[src/rtl/ipif_param_pkg.sv]
// ============================================================================
// Module      : ipif_param_pkg
// Description : Shared constants, word type and byte-strobe merge for the
//               IPIF parameter shadow.
// Revision    : 1.0 - initial release
// ============================================================================
`default_nettype none

package ipif_param_pkg;

   localparam int COMMIT_CNT_W   = 16;
   localparam int DEFAULT_DATA_W = 32;

   typedef logic [DEFAULT_DATA_W-1:0]   word_t;
   typedef logic [DEFAULT_DATA_W/8-1:0] strb_t;

   function automatic word_t apply_strb(input word_t old_w, input word_t new_w, input strb_t strb);
      word_t res;
      res = old_w;
      for (int b = 0; b < DEFAULT_DATA_W/8; b++) begin
         if (strb[b]) res[b*8 +: 8] = new_w[b*8 +: 8];
      end
      return res;
   endfunction

endpackage

`default_nettype wire

[src/rtl/ipif_status_snapshot.sv]
// ============================================================================
// Module      : ipif_status_snapshot
// Description : Snapshot bank and read port for multi-word IP status.
// Revision    : 1.0 - initial release
// ============================================================================
`default_nettype none

module ipif_status_snapshot
   import ipif_param_pkg::*;
#(
   parameter int DATA_W = DEFAULT_DATA_W,
   parameter int N_STAT = 2,
   parameter int RA_W   = 1
) (
   input  logic                     clk_i,
   input  logic                     rst_i,
   input  logic                     rd_en_i,
   input  logic [RA_W-1:0]          rd_addr_i,
   input  logic [N_STAT*DATA_W-1:0] status_i,
   output logic [DATA_W-1:0]        rd_data_o,
   output logic                     rd_valid_o
);

   logic [N_STAT*DATA_W-1:0] snap_q, snap_d;
   logic [DATA_W-1:0]        data_q, data_d;
   logic                     valid_q, valid_d;

   // Reading word 0 freezes every status word so later words match it.
   always_comb begin
      snap_d  = snap_q;
      data_d  = data_q;
      valid_d = rd_en_i;
      if (rd_en_i) begin
         data_d = '0;
         if (rd_addr_i == '0) begin
            snap_d = status_i;
            data_d = status_i[DATA_W-1:0];
         end else begin
            for (int k = 1; k < N_STAT; k++) begin
               if (32'(rd_addr_i) == k) data_d = snap_q[k*DATA_W +: DATA_W];
            end
         end
      end
   end

   always_ff @(posedge clk_i) begin
      if (rst_i) begin
         snap_q  <= '0;
         data_q  <= '0;
         valid_q <= 1'b0;
      end else begin
         snap_q  <= snap_d;
         data_q  <= data_d;
         valid_q <= valid_d;
      end
   end

   assign rd_data_o  = data_q;
   assign rd_valid_o = valid_q;

endmodule

`default_nettype wire

[src/rtl/ipif_param_shadow.sv]
// ============================================================================
// Module      : ipif_param_shadow
// Description : Staged/active control-word shadow with atomic commit, dirty
//               tracking, commit counting and snapshot status reads.
//               Optional macro IPIF_PARAM_AUTOCOMMIT_EN: a write to the last
//               control word also commits, including that write's data.
// Revision    : 1.0 - initial release
// ============================================================================
`default_nettype none

module ipif_param_shadow
   import ipif_param_pkg::*;
#(
   parameter int C_S_AXI_DATA_WIDTH = 32,
   parameter int N_REG  = 4,
   parameter int N_STAT = 2,
   parameter logic [N_REG*C_S_AXI_DATA_WIDTH-1:0] RESET_VALUE = '0,
   localparam int WA_W = (N_REG  > 1) ? $clog2(N_REG)  : 1,
   localparam int RA_W = (N_STAT > 1) ? $clog2(N_STAT) : 1
) (
   input  logic                                 IP_clk,
   input  logic                                 IP_rst,
   input  logic                                 wr_en,
   input  logic [WA_W-1:0]                      wr_addr,
   input  logic [C_S_AXI_DATA_WIDTH-1:0]        wr_data,
   input  logic [C_S_AXI_DATA_WIDTH/8-1:0]      wr_strb,
   input  logic                                 commit,
   output logic [N_REG*C_S_AXI_DATA_WIDTH-1:0]  params_to_IP,
   output logic                                 params_update,
   output logic [N_REG-1:0]                     dirty,
   output logic [COMMIT_CNT_W-1:0]              commit_count,
   input  logic [N_STAT*C_S_AXI_DATA_WIDTH-1:0] status_from_IP,
   input  logic                                 rd_en,
   input  logic [RA_W-1:0]                      rd_addr,
   output logic [C_S_AXI_DATA_WIDTH-1:0]        rd_data,
   output logic                                 rd_valid
);

   localparam int W  = C_S_AXI_DATA_WIDTH;
   localparam int BW = W/8;

   logic [N_REG*W-1:0]      staged_q, staged_d, active_q, active_d;
   logic [N_REG-1:0]        dirty_q, dirty_d, wr_mask;
   logic [COMMIT_CNT_W-1:0] count_q, count_d;
   logic                    update_q, update_d;
   logic                    auto_commit, do_commit;
   logic [W-1:0]            old_word, merged_word;

   generate
      if (W == DEFAULT_DATA_W) begin : g_pkg_merge
         assign merged_word = apply_strb(old_word, wr_data, wr_strb);
      end else begin : g_loop_merge
         always_comb begin
            merged_word = old_word;
            for (int b = 0; b < BW; b++) begin
               if (wr_strb[b]) merged_word[b*8 +: 8] = wr_data[b*8 +: 8];
            end
         end
      end
   endgenerate

   // Out-of-range addresses leave wr_mask empty, so the write is dropped.
   always_comb begin
      wr_mask  = '0;
      old_word = '0;
      for (int k = 0; k < N_REG; k++) begin
         if (32'(wr_addr) == k) begin
            wr_mask[k] = wr_en;
            old_word   = staged_q[k*W +: W];
         end
      end

      staged_d = staged_q;
      for (int k = 0; k < N_REG; k++) begin
         if (wr_mask[k]) staged_d[k*W +: W] = merged_word;
      end

`ifdef IPIF_PARAM_AUTOCOMMIT_EN
      auto_commit = wr_mask[N_REG-1];
`else
      auto_commit = 1'b0;
`endif
      do_commit = auto_commit || (commit && (dirty_q != '0));

      active_d = active_q;
      dirty_d  = dirty_q | wr_mask;
      count_d  = count_q;
      update_d = 1'b0;
      // A plain commit transfers the pre-write bank; a concurrent write stays dirty.
      if (do_commit) begin
         active_d = auto_commit ? staged_d : staged_q;
         dirty_d  = auto_commit ? '0 : wr_mask;
         count_d  = count_q + 1'b1;
         update_d = 1'b1;
      end
   end

   always_ff @(posedge IP_clk) begin
      if (IP_rst) begin
         staged_q <= RESET_VALUE;
         active_q <= RESET_VALUE;
         dirty_q  <= '0;
         count_q  <= '0;
         update_q <= 1'b0;
      end else begin
         staged_q <= staged_d;
         active_q <= active_d;
         dirty_q  <= dirty_d;
         count_q  <= count_d;
         update_q <= update_d;
      end
   end

   assign params_to_IP  = active_q;
   assign params_update = update_q;
   assign dirty         = dirty_q;
   assign commit_count  = count_q;

   ipif_status_snapshot #(
      .DATA_W (W),
      .N_STAT (N_STAT),
      .RA_W   (RA_W)
   ) u_snapshot (
      .clk_i      (IP_clk),
      .rst_i      (IP_rst),
      .rd_en_i    (rd_en),
      .rd_addr_i  (rd_addr),
      .status_i   (status_from_IP),
      .rd_data_o  (rd_data),
      .rd_valid_o (rd_valid)
   );

endmodule

`default_nettype wire

[config.mk]
export PLATFORM = sky130hd
export DESIGN_NAME = ipif_param_shadow
export DESIGN_NICKNAME = d
export VERILOG_FILES = /design/src/rtl/ipif_param_pkg.sv /design/src/rtl/ipif_status_snapshot.sv /design/src/rtl/ipif_param_shadow.sv
export SDC_FILE = /design/constraint.sdc
export NUM_CORES = 1
export LEC_CHECK = 0
export CORE_ASPECT_RATIO = 0.6
export CORE_MARGIN = 5
export CORE_UTILIZATION = 51
export DETAILED_ROUTE_END_ITERATION = 6
export PLACE_DENSITY = 0.88
export SLEW_MARGIN = 20
export SYNTH_ARGS = -nofsm -noshare
export SYNTH_HDL_FRONTEND = slang
export SYNTH_HIERARCHICAL = 1
export SYNTH_SLANG_ARGS = --single-unit
export TNS_END_PERCENT = 1
[constraint.sdc]
create_clock -name IP_clk -period 1.97 [get_ports IP_clk]
set_input_delay 0.394 -clock IP_clk [delete_from_list [all_inputs] [get_ports IP_clk]]
set_output_delay 0.394 -clock IP_clk [all_outputs]
set_load 0.01 [all_outputs]
==> results of run 1 <==
where the power goes:
part	switching (mW)	leakage (nW)	total, mW	internal, mW
Sequential	0.112	2.77	7.20	7.09
Clock	2.55	0.486	5.89	3.34
Combinational	0.740	3.14	1.38	0.638
Total	3.40	6.40	14.5	11.1
logic make-up after synthesis:
logic type                 after synthesis  share of synthesized area
and+or+nand+nor                        591                      0.205
DFF                                    342                      0.513
xor gates and xnor gates                 8                    0.00525
muxes                                   83                     0.0663
adders and majority gates                1                   0.000938
buffers and inverters                  152                     0.0540
AOI/OAI and AO/OA                      393                      0.155
repair_timing:
action,4_1_cts,5_1_grt
setup endpoints to repair,16,75
gates resized for setup,17,4
cloned,0,1
pin swaps,0,0
layout make-up:
class                   instances  area, sq um  area share
well taps                     352          440      0.0249
repair buffers                349         3590       0.203
clock inverters                10          103     0.00579
multi-input cells            1076         5780       0.326
flip-flops and latches        342         6850       0.387
clock buffers                  41          873      0.0493
inverters                      22         82.6     0.00466
worst paths after layout:
| path | from | endpoint |
|---|---|---|
| setup / recovery | commit_count[9]$_SDFFE_PP0P_ | commit_count[9] |
| hold / removal | IP_rst | params_to_IP[1]$_SDFFE_PP0P_ |
| setup reg to reg | dirty[0]$_SDFF_PP0_ | params_to_IP[95]$_SDFFE_PP0P_ |
| hold reg to reg | staged_q[113]$_SDFFE_PP0P_ | params_to_IP[113]$_SDFFE_PP0P_ |
flip-flops by register name (all words and copies together) (netlist names):
register	count
commit_count	16
dirty	4
params_to_IP	128
params_update	1
staged_q	128
u_snapshot/rd_data_o	32
u_snapshot/rd_valid_o	1
u_snapshot/snap_q	32
metrics by stage:
| step | instances | power [mW] | hold WS [ns] | setup WS [ns] |
|---|---|---|---|---|
| CTS | 2191 | 14.5 | 0.173 | 0.00212 |
| floorplan | 1570 | 8.04 | 0.431 | 0.233 |
| global placement | 2140 | 8.65 | 0.438 | -0.161 |
| finish | 2192 | 14.5 | 0.201 | 0.0464 |
| global route | 2192 | 14.9 | 0.213 | 0.00200 |
| detailed placement | 2140 | 8.70 | 0.443 | -0.179 |
metal layers:
metal / up-vias / global-route usage
met5: - / 0
met4: 0 / 0.0715
met3: 89 / 0.0509
met2: 472 / 0.418
met1: 5872 / 0.345
li1: 5819 / -
cell usage after synthesis (4+ instances only):
cell type  number
mux2_2         43
buf_1           6
nand2_1       380
o21ai_0       130
buf_4          11
mux2i_1        40
nand3_1        39
inv_1          22
dfxtp_1       342
a21oi_1       226
xnor2_1         5
nor2_1         51
nand4_1         4
a211oi_1       32
buf_6           7
clkbuf_1       87
buf_2          14
nand2b_1        4
nand3b_1       86
or3_1           4
==> results.txt, run 1 <==
- Slack of the worst reg-to-reg path: 0.16 ns
- Result of the run: completed
* Part of the cycle the worst path needs: 0.976
- TritonCTS built the clock tree.
- Initial Util: 0.523
- Setup skew after layout: 0.0116 ns
- 0 antenna diodes ended up in the layout.
- Most common cell after layout, fill and taps aside: nand2_1
* Number of filler cells placed in the layout: 1914
- The critical path is of the flop to output port type.
* Gr usage total: 0.254
* GRT Residual Overflow: 0
- CP cell instances: clkdlybuf4s50_1
* Vias in the first global route: 11854
- Area fraction of the dominant cell type after synthesis: 0.513
- For this block, the routed nets add up to 40000 microns of wire.
- IO Count: 290
* Post-layout min period: 1.92 ns
- Dividing total power by cell area gives a power density of 816 mW/mm^2.
- Actual transition at the worst max-transition pin: 0.532 ns
- The floorplan step set the die width to 219 microns.
- The first global-routing pass estimated 62100 microns of wire.
* Sequential cell area fraction in the yosys report: 0.513
- Area growth syn-to-layout: 32.9%
- FP Rows: 45
- Yosys attributes the largest share of cell area to dfxtp_1, nand2_1, a21oi_1.
- The number of buffers and inverters on the critical path is 1.
- Die Area: 0.0296 sq mm
- Area of all placed cells without fillers: 0.0177 sq mm
* Final hold violation count: 0
- The synthesized design spends more area on one cell type than any other, namely dfxtp_1.
* Final weighted congestion of routability-driven global placement: 0.921
- Length in cells of the worst reg-to-reg path: 5
* Share of post-route cells with drive strength above 1: 0.0913
* Ys async rst share: 0
- Leakage power summed over all cells: 6.40 nW
- Dividing the detail-routed wire length by the instance count gives 18.2 microns.
* Max stage delay on crit path: 0.58 ns
- Total number of H-tree levels: 1
- The highest metal layer carrying signal wires in the routed design is met4.
- Maximum fanout count along the critical path: 4
* Placed wire-length estimate: 27700 microns
- Buffer count from post-CTS setup fixing: 0
- Area of the mapped netlist: 0.0133 sq mm
- Input and output buffers added on the ports amount to 289.
* Unrepaired setup endpoints after global routing: false
- Number of DRC markers in iteration 0: 1013
- Data arrives at the worst endpoint at 1.53 ns.
- The worst setup path is launched from a flop.
- The synthesized design contains 0 enable-type register cells.
* Antenna violations before repair: 0
- In the detailed route, the total length drawn on met2 is 18700 microns.
* Routed met3 length: 2810 microns
- Pin count of the biggest net entering global routing: 130
- Clock latency on the worst-skew pair: 0.56 ns
- Commonest non-fill, non-tap cells in the layout: nand2_1, dfxtp_1, clkdlybuf4s50_1, a21oi_1, o21ai_0
- Buffers inserted during clock tree synthesis total 30.
- IR Drop Worst-Case VDD: 592 uV
* Setup crit end kind: output port
- In this run the worst hold path is classified as input port to flop.
* Routed met1 length: 17300 microns
* Worst Hold Path Cells: 2
* Final Max Slew Viols: 0
* Net count after synthesis: 1679
- The core region is 0.0255 sq mm.
* DRT Pass-1 Iters: 5
* Clock Pin Slew Worst Setup and Hold Paths: 0.07 ns
- Number of nets in the finished design: 1930
- The detail route stage leaves a number of antenna-violating nets equal to 0.
* Required time of the critical path: 1.58 ns
- A synthesized cell averages 8.49 sq um.
* Flop and latch count out of synthesis: 342
* Kind of cell with the highest combined delay on the critical path: buffers and inverters
- Sinks on the clock net: 342
- Maxcap violations: 0
- The cell count after synthesis came out at 1570.
* Per-cell via count in the routed design: 5.59
* Worst path slowest cell: clkdlybuf4s50_1
- Timing-limited maximum frequency: 520 MHz
- Finished Core Util: 0.695
- For this run, design rule violations remaining after detail routing come to 0.
- The Yosys step of the flow raised 6 warnings.
* Worst slew margin relative to its limit: 0.642
- Floorplan die height: 135 microns
- Number of vias after detailed routing: 12252
- Stages on the worst setup path: 1
- The cell sitting at the root of the clock tree is a clkbuf_16.
- Placed Area: 0.0167 sq mm
- After clock tree synthesis, the flow added hold-fix buffers numbering 0.
- Among all flip-flop cells after synthesis, the most frequent one is dfxtp_1.
- Sum Neg Setup Slack: 0 ns
- Post-synthesis cell type count: 45
* Total setup violations reported at the end of the flow: 0
- Maximum clock path buffer count: 3
No activity file was read; power rests on OpenSTA's default activity.
==> run 2, diff against run 1 <==
--- a/config.mk
+++ b/config.mk
@@ -7,9 +7,10 @@
 export LEC_CHECK = 0
 export CORE_ASPECT_RATIO = 0.6
 export CORE_MARGIN = 5
-export CORE_UTILIZATION = 51
+export CORE_UTILIZATION = 63
 export DETAILED_ROUTE_END_ITERATION = 6
-export PLACE_DENSITY = 0.88
+export DONT_BUFFER_PORTS = 1
+export PLACE_DENSITY = 0.87
 export SLEW_MARGIN = 20
 export SYNTH_ARGS = -nofsm -noshare
 export SYNTH_HDL_FRONTEND = slang
==> run 2 against run 1 <==
  * The run now ends with negative hold slack left
  * Hold slack lost 0.20 ns
  * Cell count down 12%
  * Fmax shrank 1.6%
  * Combinational power decreased by 37%
  * First-iteration DRC count fell by 4.6%
  * Routed wire length is 6.5% lower
  * Critical path type is now flop to flop
  * Die area shrank 18%
  * Sequential power rose by 0.7%
  * Utilization increased by 5.1 points
  * Clock power barely moved
  * Register-to-register slack worse by 0.15 ns
  * Design area fell by 12%
==> results.txt, run 2 (synthesis gave the netlist of run 1 again) <==
- Gr usage total: 0.287 (was 0.254)
- The wire length per cell came to 19.5 microns (was 18.2 microns).
- The first-iteration detailed-routing DRC count is 966 (was 1013).
- The number of global-route vias before repair was 11023 (was 11854).
- The detailed-router iteration count before antenna repair is 6 (was 5).
- The detailed-route DRC error count was 0 (unchanged).
- FP Rows: 41 (was 45)
- The area growth from synthesis to layout was 17.0% (was 32.9%).
- The final weighted congestion in routability-driven placement came to 0.834 (was 0.921).
- The via count of the routed design is 11476 (was 12252).
* Sum Neg Setup Slack: 0 ns (unchanged)
- The number of nets at the end of the flow was 1729 (was 1930).
- The number of buffers created by CTS was 30 (unchanged).
- The most common cell after layout, fill and taps aside is nand2_1 (unchanged).
* Final cell count without fillers: 1921 (was 2192)
- Timing-limited maximum frequency: 511 MHz (was 520 MHz)
- The largest fanout of any net on the critical path came to 6 (was 4).
- Total setup violations reported at the end of the flow: 0 (unchanged)
- The post-detailed-route count of antenna-violating nets came to 0 (unchanged).
* First-pass GRT wire length: 57200 microns (was 62100 microns)
* Part of the total power dissipated in the clock network: 0.421 (was 0.407)
- Stages on the worst setup path: 5 (was 1)
* Die Area: 0.0243 sq mm (was 0.0296 sq mm)
* Pin count of the biggest net entering global routing: 365 (was 130)
* Data arrival at the endpoint of the critical path: 2.39 ns (was 1.53 ns)
- Clock Pin Slew Worst Setup and Hold Paths: 0.06 ns (was 0.07 ns)
- Actual transition at the worst max-transition pin: 0.658 ns (was 0.532 ns)
* Kind of cell with the highest combined delay on the critical path: buffers and inverters (unchanged)
- The floorplan die height came to 123 microns (was 135 microns).
- Post-layout min period: 1.96 ns (was 1.92 ns)
- The clock tree buffer depth was 3 (unchanged).
- The library cell used as clock root buffer was clkbuf_16 (unchanged).
* Sw Share: 0.222 (was 0.235)
* Violations in the final reports: negative hold slack
* Critical Setup Path Class: flop to flop (was flop to output port)
- The footprint of the flip-flops and latches is 0.00685 sq mm (about the same).
- The number of antenna violations at the first check in global routing is 1 (was 0).
* Maxcap violations: 0 (unchanged)
- The part of the power in registers was 0.517 (was 0.498).
- The effective utilization at floorplan came to 0.637 (was 0.523).
- The multi-input gate area in the final layout is 0.00580 sq mm (was 0.00578 sq mm).
* Count of buffers inserted at the top-level ports: 0 (was 289)
- The minimum setup slack among reg-to-reg paths came to 0.01 ns (was 0.16 ns).
- Length in cells of the worst reg-to-reg path: 5 (unchanged)
- The worst supply voltage drop on vdd came to 615 uV (was 592 uV).
- CP cell instances: buf_4 > o41a_4 > xnor2_2 > nor2_1 > dlygate4sd3_1 (was clkdlybuf4s50_1)
- Leakage power summed over all cells: 5.78 nW (was 6.40 nW)
- The H-tree depth came to 1 (unchanged).
* Area of the core: 0.0209 sq mm (was 0.0255 sq mm)
- Setup crit start: dirty[0]$_SDFF_PP0_ (was commit_count[9]$_SDFFE_PP0P_)
- The switching power of the nets was 3.11 mW (was 3.40 mW).
- The total power divided by cell area is 898 mW/mm^2 (was 816 mW/mm^2).
- The share of post-route cells with drive strength above 1 is 0.0823 (was 0.0913).
* Horizontal die dimension: 198 microns (was 219 microns)
* Crit path to: commit_count[0]$_SDFFE_PP0P_ (was commit_count[9])
- Worst path slowest cell: dlygate4sd3_1 (was clkdlybuf4s50_1)
* Fraction of met3 tracks used by global routing: 0.0919 (was 0.0509)
- The global routing's busiest layer is met2 (unchanged).
- The worst clock skew is 0.0213 ns (was 0.0116 ns).
* Worst slew margin relative to its limit: 0.562 (was 0.642)
* Sinks on the clock net: 342 (unchanged)
* Placed cells: 1750 (was 2140)
* Result of the run: finished, violations left (was completed)
* Internal power: 10.9 mW (was 11.1 mW)
- Combinational cell fraction of total power: 0.062 (was 0.095)
- Placed wire-length estimate: 22800 microns (was 27700 microns)
- The required time of the critical path is 2.41 ns (was 1.58 ns).
- The remaining global-route overflow was 0 (unchanged).
- The count of pins on the block boundary is 290 (unchanged).
* Setup crit end kind: flop (was output port)
- GR met2 Demand/Resource: 0.477 (was 0.418)
* Clock latency on the worst-skew pair: 0.55 ns (was 0.56 ns)
- Max stage delay on crit path: 0.56 ns (was 0.58 ns)
* Buffers and inverters on the worst path: 2 (was 1)
* CTS tree: yes (unchanged)
- Unrepaired setup endpoints after global routing: true (was false).
- Hold Worst Slack: -0.00101 ns (was 0.201 ns)
- The sort of element at the start of the critical path is a flop (unchanged).
- The routed via count divided by cell count came to 5.97 (was 5.59).
* Finished Core Util: 0.746 (was 0.695)
- Class of the tightest hold or removal check: input port to flop (unchanged)
- Routed wire length: 37400 microns (was 40000 microns)
* Worst Hold Path Cells: 1 (was 2)
* Final hold violation count: 1 (was 0)
- Global-route met1 utilization: 0.360 (was 0.345)
- Worst r2r src: dirty[0]$_SDFF_PP0_ (unchanged)
- Number of filler cells placed in the layout: 1498 (was 1914)
- Commonest non-fill, non-tap cells in the layout: nand2_1, dfxtp_1, a21oi_1, o21ai_0, dlygate4sd3_1 (was nand2_1, dfxtp_1, clkdlybuf4s50_1, a21oi_1, o21ai_0).
- Part of the cycle the worst path needs: 0.993 (was 0.976)
- The endpoint of the worst-slack reg-to-reg timing path was commit_count[0]$_SDFFE_PP0P_ (was params_to_IP[95]$_SDFFE_PP0P_).
- The max-slew violation count came to 0 (unchanged).
## run 2: cell types whose count changed in the layout (fill, tap and decap cells not counted), moves of 3 or more
cell,change
buf_12,-9
buf_2,-3
buf_4,-17
clkbuf_1,+3
clkdlybuf4s50_1,-267
dlygate4sd2_1,-14
dlygate4sd3_1,+114
dlymetal6s2s_1,-4
## run 2: worst min-delay path by stage
stage | startpoint | endpoint | slack [ns]
floorplan | staged_q[12]$_SDFFE_PP0P_ | params_to_IP[12]$_SDFFE_PP0P_ | 0.43
detailed placement | u_snapshot/snap_q[33]$_SDFFE_PP0P_ | u_snapshot/snap_q[33]$_SDFFE_PP0P_ | 0.44
global route | IP_rst | params_to_IP[36]$_SDFFE_PP0P_ | -0.005
CTS | IP_rst | commit_count[14]$_SDFFE_PP0P_ | -0.08
finish | IP_rst | params_to_IP[5]$_SDFFE_PP0P_ | -0.001
global placement | staged_q[38]$_SDFFE_PP0P_ | params_to_IP[38]$_SDFFE_PP0P_ | 0.43
## run 2: power by group through the flow
stage                     clock (mW)  sequential [mW]  combinational, mW
after floorplan                    0             7.36              0.686
after global placement             0             7.39              0.638
after detailed placement           0             7.40              0.664
after CTS                       5.93             7.24              0.814
after global routing            6.24             7.26              0.948
final                           5.89             7.25              0.871
## run 2: routing by layer
metal	vias up	routed length (microns)
met5	-	8
met4	2	1130
met3	95	3680
met2	476	17700
met1	5477	14900
li1	5426	-
## run 2: cell type report
type / instances / area share
sequential: 342 / 0.439
multi-input combinational: 1076 / 0.372
timing repair buffer: 148 / 0.0981
clock buffer: 45 / 0.0576
tap: 279 / 0.0224
clock inverter: 8 / 0.00593
inverter: 22 / 0.00529
antenna: 1 / 0.000160
## run 2: repair_timing
item                       in CTS  in global routing
resized for setup               0                  5
setup endpoints to repair       0                 15
hold buffers                  115                  1
buffers inserted                0                  0
hold endpoints to repair      257                 31
## run 2: metrics by stage
stage	setup WS, ns	hold slack, ns	power, mW	cell area [sq um]
2_1_floorplan	0.233	0.431	8.04	13300
3_3_place_gp	0.236	0.434	8.02	13400
3_5_place_dp	0.107	0.442	8.06	13400
4_1_cts	0.0419	-0.0769	14.0	15500
5_1_grt	0.00348	-0.00472	14.5	15600
6_report	0.0142	-0.00101	14.0	15600
